### src/rtl/kband_mem_pkg.sv
// Shared types and constants for the KBand memory stream reader.
package kband_mem_pkg;

  localparam int DATA_W = 128;
  localparam int ADDR_W = 14;
  localparam int BE_W   = DATA_W / 8;

  // Reader control states.
  typedef enum logic [1:0] {
    IDLE  = 2'd0,
    READ  = 2'd1,
    DRAIN = 2'd2
  } state_e;

  // One captured memory word plus the end-of-block marker.
  typedef struct packed {
    logic              last;
    logic [DATA_W-1:0] data;
  } fifo_entry_t;

endpackage

### src/rtl/kband_sync_fifo.sv
// Small synchronous FIFO with a registered show-ahead head word.
// The head register always holds the oldest entry, so the consumer sees
// data straight from a flop rather than through the storage read mux.
module kband_sync_fifo #(
  parameter int WIDTH = 8,
  parameter int DEPTH = 4,
  localparam int PTR_W = (DEPTH > 1) ? $clog2(DEPTH) : 1,
  localparam int CNT_W = $clog2(DEPTH + 1)
) (
  input  logic             clk,
  input  logic             reset,
  input  logic             push,
  input  logic [WIDTH-1:0] push_data,
  input  logic             pop,
  output logic [WIDTH-1:0] head_data,
  output logic             empty,
  output logic             full,
  output logic [CNT_W-1:0] count
);

  logic [WIDTH-1:0] mem_reg [DEPTH];
  logic [PTR_W-1:0] wr_ptr_reg;
  logic [PTR_W-1:0] rd_ptr_reg;
  logic [CNT_W-1:0] count_reg;
  logic [WIDTH-1:0] head_reg;
  logic             push_ok;
  logic             pop_ok;

  // Pointer advance with explicit wrap so DEPTH need not be a power of two.
  function automatic logic [PTR_W-1:0] ptr_inc(input logic [PTR_W-1:0] p);
    return (p == PTR_W'(DEPTH - 1)) ? '0 : p + 1'b1;
  endfunction

  assign empty     = (count_reg == '0);
  assign full      = (count_reg == CNT_W'(DEPTH));
  assign push_ok   = push & ~full;
  assign pop_ok    = pop & ~empty;
  assign count     = count_reg;
  assign head_data = head_reg;

  // Storage write; no reset so it can map onto distributed/block RAM.
  always_ff @(posedge clk) begin
    if (push_ok) begin
      mem_reg[wr_ptr_reg] <= push_data;
    end
  end

  // Pointers, occupancy and the show-ahead head register.
  always_ff @(posedge clk) begin
    if (reset) begin
      wr_ptr_reg <= '0;
      rd_ptr_reg <= '0;
      count_reg  <= '0;
      head_reg   <= '0;
    end else begin
      if (push_ok) begin
        wr_ptr_reg <= ptr_inc(wr_ptr_reg);
      end
      if (pop_ok) begin
        rd_ptr_reg <= ptr_inc(rd_ptr_reg);
      end
      case ({push_ok, pop_ok})
        2'b10:   count_reg <= count_reg + 1'b1;
        2'b01:   count_reg <= count_reg - 1'b1;
        default: count_reg <= count_reg;
      endcase
      // The incoming word becomes the head when nothing older survives this edge.
      if (push_ok && (empty || (count_reg == CNT_W'(1) && pop_ok))) begin
        head_reg <= push_data;
      end else if (pop_ok && count_reg > CNT_W'(1)) begin
        head_reg <= mem_reg[ptr_inc(rd_ptr_reg)];
      end
    end
  end

endmodule

### src/rtl/kband_mem_stream_reader.sv
// Avalon-MM read master that streams a contiguous block of on-chip memory
// words out on a ready/valid source. Reads are issued one per cycle while
// FIFO credit remains; back-pressure simply withholds further reads.
module kband_mem_stream_reader #(
  parameter int DATA_W     = kband_mem_pkg::DATA_W,
  parameter int ADDR_W     = kband_mem_pkg::ADDR_W,
  parameter int FIFO_DEPTH = 4
) (
  input  logic                clk,
  input  logic                reset,
  input  logic                start,
  input  logic [ADDR_W-1:0]   base_addr,
  input  logic [ADDR_W:0]     word_count,
  output logic                busy,
  output logic                done,
  output logic [ADDR_W-1:0]   mem_address,
  output logic                mem_chipselect,
  output logic                mem_write,
  output logic [DATA_W/8-1:0] mem_byteenable,
  output logic                mem_clken,
  input  logic [DATA_W-1:0]   mem_readdata,
  output logic [DATA_W-1:0]   st_data,
  output logic                st_valid,
  input  logic                st_ready,
  output logic                st_last
);
  import kband_mem_pkg::*;

  localparam int CNT_W = $clog2(FIFO_DEPTH + 1);
  localparam logic [ADDR_W:0] CNT_ONE = (ADDR_W + 1)'(1);

  state_e            state_reg;
  logic [ADDR_W:0]   reads_left_reg;
  logic [ADDR_W-1:0] next_addr_reg;
  logic              cs_last_reg;
  logic              outstanding_reg;
  logic              cap_last_reg;

  fifo_entry_t       push_entry;
  fifo_entry_t       head_entry;
  logic              fifo_empty;
  logic              fifo_full;
  logic [CNT_W-1:0]  fifo_count;
  logic              pop;
  logic              credit_ok;
  logic              issue;

  assign mem_write      = 1'b0;
  assign mem_byteenable = '1;
  assign mem_clken      = 1'b1;

  assign pop      = st_valid & st_ready;
  assign st_valid = ~fifo_empty;
  assign st_data  = head_entry.data;
  assign st_last  = head_entry.last & ~fifo_empty;

  // Words already held, being captured, or being read this cycle must
  // leave room for one more, even if the sink stalls from now on.
  assign credit_ok = (32'(fifo_count) + 32'(outstanding_reg) + 32'(mem_chipselect))
                     < 32'(FIFO_DEPTH);
  assign issue     = (reads_left_reg != '0) && credit_ok;

  assign push_entry.last = cap_last_reg;
  assign push_entry.data = mem_readdata;

  kband_sync_fifo #(
    .WIDTH ($bits(fifo_entry_t)),
    .DEPTH (FIFO_DEPTH)
  ) u_fifo (
    .clk       (clk),
    .reset     (reset),
    .push      (outstanding_reg),
    .push_data (push_entry),
    .pop       (pop),
    .head_data (head_entry),
    .empty     (fifo_empty),
    .full      (fifo_full),
    .count     (fifo_count)
  );

  // Control FSM, address/remaining counters and the one-deep capture pipeline.
  always_ff @(posedge clk) begin
    if (reset) begin
      state_reg       <= IDLE;
      reads_left_reg  <= '0;
      next_addr_reg   <= '0;
      mem_address     <= '0;
      mem_chipselect  <= 1'b0;
      cs_last_reg     <= 1'b0;
      outstanding_reg <= 1'b0;
      cap_last_reg    <= 1'b0;
      busy            <= 1'b0;
      done            <= 1'b0;
    end else begin
      outstanding_reg <= mem_chipselect;
      cap_last_reg    <= cs_last_reg & mem_chipselect;
      mem_chipselect  <= 1'b0;
      cs_last_reg     <= 1'b0;
      done            <= 1'b0;
      case (state_reg)
        IDLE: begin
          if (start) begin
            if (word_count != '0) begin
              mem_chipselect <= 1'b1;
              mem_address    <= base_addr;
              next_addr_reg  <= base_addr + 1'b1;
              reads_left_reg <= word_count - CNT_ONE;
              cs_last_reg    <= (word_count == CNT_ONE);
              busy           <= 1'b1;
              state_reg      <= (word_count == CNT_ONE) ? DRAIN : READ;
            end else begin
              done <= 1'b1;
            end
          end
        end
        READ: begin
          if (issue) begin
            mem_chipselect <= 1'b1;
            mem_address    <= next_addr_reg;
            next_addr_reg  <= next_addr_reg + 1'b1;
            reads_left_reg <= reads_left_reg - CNT_ONE;
            cs_last_reg    <= (reads_left_reg == CNT_ONE);
            if (reads_left_reg == CNT_ONE) begin
              state_reg <= DRAIN;
            end
          end
        end
        DRAIN: begin
          if (pop && head_entry.last) begin
            state_reg <= IDLE;
            busy      <= 1'b0;
            done      <= 1'b1;
          end
        end
        default: state_reg <= IDLE;
      endcase
    end
  end

  // A capture into a full FIFO means the credit arithmetic is broken.
  assert property (@(posedge clk) disable iff (reset) !(outstanding_reg && fifo_full));

endmodule

### config.mk
export PLATFORM = sky130hd
export DESIGN_NAME = kband_mem_stream_reader
export DESIGN_NICKNAME = d
export VERILOG_FILES = /design/src/rtl/kband_mem_pkg.sv /design/src/rtl/kband_sync_fifo.sv /design/src/rtl/kband_mem_stream_reader.sv
export SDC_FILE = /design/constraint.sdc
export NUM_CORES = 1
export LEC_CHECK = 0
export ABC_AREA = 1
export CORE_MARGIN = 2
export CORE_UTILIZATION = 27
export CTS_CLUSTER_DIAMETER = 120
export DETAILED_ROUTE_END_ITERATION = 16
export PLACE_DENSITY_LB_ADDON = 0.05
export SETUP_SLACK_MARGIN = 0.3
export SLEW_MARGIN = 20
export SYNTH_ARGS = -nofsm -noshare
export SYNTH_HDL_FRONTEND = slang
export SYNTH_SLANG_ARGS = --single-unit
export TNS_END_PERCENT = 1
### constraint.sdc
create_clock -name clk -period 8.7 [get_ports clk]
set_input_delay 1.74 -clock clk [delete_from_list [all_inputs] [get_ports clk]]
set_output_delay 1.74 -clock clk [all_outputs]
set_load 0.05 [all_outputs]
==> impl_summary.md <==
Run status
The run finished with clean final reports.

Pwr
The power per cell area is 345 nW/um2. The worst-case vdd ir drop is roughly 0.00037 V. The analysis attributes to cell leakage a power of roughly 0.012 uW.

Drt
The first detailed-routing pass ran for 5 iterations. The detailed router finished its first iteration with about 1200 violations. Wires add up to a little under 90 mm.

The detailed-route via count is 20223. The average wire per standard cell is 19.9 um. The number of antenna-violating nets in the routed design is 0. The post-detailed-route via-to-cell ratio is approximately 4.6. The number of remaining DRC errors is 0.

Setup path
The worst setup path is of the reg -> out kind. The critical-path maximum fanout is 5. The kind of start point of the critical path is a flip-flop. The slowest stage of the critical path is the clkdlybuf4s50_1 cell. STA puts the critical path data arrival time at around 2.7 ns. The number of cells traversed by the worst register-to-register path is 7. The number of buffers and inverters on the critical path is 2. The number of gates on the worst path with buffers counted is 4.

The signal on the critical path passes through inv_1, ha_1, a21oi_1, clkdlybuf4s50_1. The cell family contributing the most delay on the critical path is buffers and inverters. The worst setup path is captured at an output port. In this design, the stage delay of the slowest critical-path cell is between 0.8 and 0.9 ns. The data required time at the worst endpoint is 6.96 ns.

Logic synthesis
The synthesized cell area is between 20000 and 30000 um2. The number of distinct standard cells referenced by the synthesized netlist is 40. The combinational family with the most area after synthesis is simple AND/OR/NAND/NOR gates. The sequential cell area fraction in the yosys report is roughly 65%. The synthesized instance count is 2780.

The count of yosys warnings during synthesis is 0. The synthesized netlist devotes about 8.8% of its cell area to compound gates. Of the total synthesized cell area, the portion taken by full adders, half adders and majority gates is less than 1%. After Yosys synthesis, and, or, nand and nor cells account for between 15 and 20% of the synthesized area.

After Yosys synthesis, XOR and XNOR cells account for less than 1% of the synthesized area. The flip-flop and latch count after synthesis is about 700. The share of cell area taken by muxes after synthesis is 0%.

The average instance area after synthesis is roughly 11 um2.

Timing
For the pin with the worst max-slew slack, the measured transition is ~1.1 ns. Measured against its own limit, the worst slew margin works out to between 20% and 30%. Adding up every negative setup slack in the final design gives 0 ns. Setup repair after global routing left no endpoint under its margin. The clock arrives with between 0.02 and 0.03 ns of skew.

The post-route clock period utilization is ~51%. The maximum clock frequency is approximately 0.22 GHz. The time the final worst path needs with I/O delays and setup is 4.47 ns. Across all setup checks in the final design, the least slack found is 4.23 ns. The final-report hold violation count was 0.

Setup violations remaining at the end of the flow were counted as 0. The total count of max-transition violations in the final report is 0.

CTS
Buffers inserted to repair hold after CTS numbered 0. Counting every sink on the clock net gives 703. The number of resized instances in the post-cts repair step is 0.

The TritonCTS clock tree is built. In this run the clock root is driven by a clkbuf_16. Once the clock tree was built, the setup fixing pass inserted 0 buffers. The clock slew seen by the registers of the worst setup and hold paths is 0.06 ns.

The CTS H-tree depth is 3. The clock passes through at most 3 buffers. The number of clock buffers added by TritonCTS is 85. At the later pin of the worst-skew pair, clock insertion delay measures around 0.65 ns.

Floorplanning
The vertical die dimension is ~330 um. The floorplan has 121 rows. The width of the chip is between 300 and 400 um. The total I/O pin count is between 300 and 400.

For this configuration, the core starts out at a cell density of a little over a quarter. The area enclosed by the die boundary is 112000 um2. The placeable core area is 108000 um2.

Min path
The tightest min-delay check is of the reg -> reg type. The worst hold path cell count is 2.

Placed design
The count of buffers added on input and output ports is 307. The placed instance count is 4228. The half-perimeter wire length of the detailed placement result is around 47 mm.

Routability-driven placement finished with a final weighted congestion of about 0.75. The pre-CTS setup slack is 3.56 ns.

GRT
After global routing the overflow that remains totals 0. The via count of the first global-routing pass is about 20000. The first global-routing pass estimated between 100 and 150 mm of wire. The pin count of the biggest net entering global routing is approximately 170. The total track usage is approximately 15%.

The number of antenna violations at the first check in global routing is 15.

Finish
The number of filler cells placed in the layout is 10850. The most common cell after layout, fill and taps aside is nand2_1. The register with the most flip-flops in the layout has 516 of them. The count of non-filler cells in the finished layout is 4390.

The area growth from synthesis to layout is 20.9%. In the layout the commonest cells are nand2_1, edfxtp_1, nand3_1. The share of layout cells above drive strength 1 is under 10%. The final layout net count is around 3100.

Job
The tool flagged a number of max-cap violations equal to 0.
routing by layer:
layer  share of wire, %  wire (um)  GRT usage [%]
met1                 44      38700           19.6
met2                 48      42000           26.2
met3                5.5       4770           4.04
met4                2.3       1970           4.15
met5               0.18        158              0
through the flow:
step	cell area (um2)	hold WS [ns]	util [%]	total power, uW
final	35600	0.446	32.8	12300
after global routing	35600	0.476	32.8	13000
after CTS	35600	0.448	32.8	12500
after detailed placement	32700	0.433	30.2	8810
after global placement	32700	0.433	30.2	8780
after floorplan	29500	0.395	-	7640
cell usage after synthesis:
| master | n | share of area, % |
|---|---|---|
| edfxtp_1 | 516 | 53 |
| nor2_8 | 2 | 0.14 |
| nand2_4 | 4 | 0.15 |
| dfxtp_1 | 187 | 13 |
| nand2_1 | 793 | 10 |
| buf_2 | 81 | 1.4 |
| nand3_4 | 2 | 0.12 |
| buf_1 | 3 | 0.038 |
| and2_1 | 1 | 0.021 |
| o21bai_1 | 2 | 0.051 |
| nor3_1 | 2 | 0.034 |
| o211a_1 | 1 | 0.034 |
| o211ai_1 | 3 | 0.077 |
| o21ai_2 | 10 | 0.30 |
| nand4_1 | 6 | 0.13 |
| xnor2_1 | 1 | 0.030 |
| a21boi_1 | 1 | 0.026 |
| conb_1 | 2 | 0.026 |
| a211oi_1 | 1 | 0.026 |
| clkbuf_1 | 68 | 0.87 |
| xor2_1 | 15 | 0.45 |
| nor2_4 | 5 | 0.19 |
| ha_1 | 17 | 0.72 |
| a21oi_1 | 148 | 2.5 |
| a21boi_0 | 1 | 0.026 |
| nand2_2 | 14 | 0.30 |
| a21oi_2 | 1 | 0.030 |
| inv_1 | 46 | 0.59 |
| nand3_1 | 309 | 5.3 |
| nor2_1 | 54 | 0.69 |
| or2_2 | 3 | 0.064 |
| o21ai_0 | 98 | 1.7 |
| o22ai_1 | 1 | 0.021 |
| inv_2 | 9 | 0.11 |
| o21ai_1 | 72 | 1.2 |
| buf_4 | 159 | 4.1 |
| clkinv_1 | 1 | 0.013 |
| nor2_2 | 6 | 0.13 |
| a31oi_1 | 130 | 2.8 |
| buf_6 | 5 | 0.19 |
layout make-up:
cell class                      count  area (um2)  share of cell area [%]
Tap cell                         1414        1770                    4.97
Clock inverter                     37         422                    1.19
Clock buffer                      123        2430                    6.84
Timing Repair Buffer              334        3300                    9.28
Multi-Input combinational cell   1721        8170                    23.0
Antenna cell                        2        5.00                  0.0141
Inverter                           56         228                   0.640
Sequential cell                   703       19200                    54.1
worst register-to-register path: cells and delay by family, from the launching register on:
family / cells / cell delay (ns)
adders and majority gates: 1 / 0.26
AOI/OAI and AO/OA: 1 / 0.45
DFF: 1 / 0.42
and+or+nand+nor: 1 / 0.22
buffers and inverters: 4 / 2.17
path summary, 6_finish.rpt:
path	from	endpoint	slack (ns)
max	u_fifo.count[0]$_SDFFE_PP0P_	st_last	4.23
min reg2reg	next_addr_reg[0]$_SDFFE_PP0P_	next_addr_reg[0]$_SDFFE_PP0P_	0.45
min	next_addr_reg[0]$_SDFFE_PP0P_	next_addr_reg[0]$_SDFFE_PP0P_	0.45
max reg2reg	u_fifo.count[0]$_SDFFE_PP0P_	u_fifo.mem_reg[2][74]$_DFFE_PP_	4.75
logic make-up after synthesis:
logic type | after synthesis
AOI/OAI and AO/OA | 469
buffers and inverters | 372
and+or+nand+nor | 1201
other | 2
DFF | 703
adders and majority gates | 17
xor gates and xnor gates | 16
where the power goes:
group,internal [uW],switching (uW),total (uW)
sequential,3990,232,4220
clock,2210,1420,3630
combinational,1320,3120,4440
No activity file was read; power rests on OpenSTA's default activity.
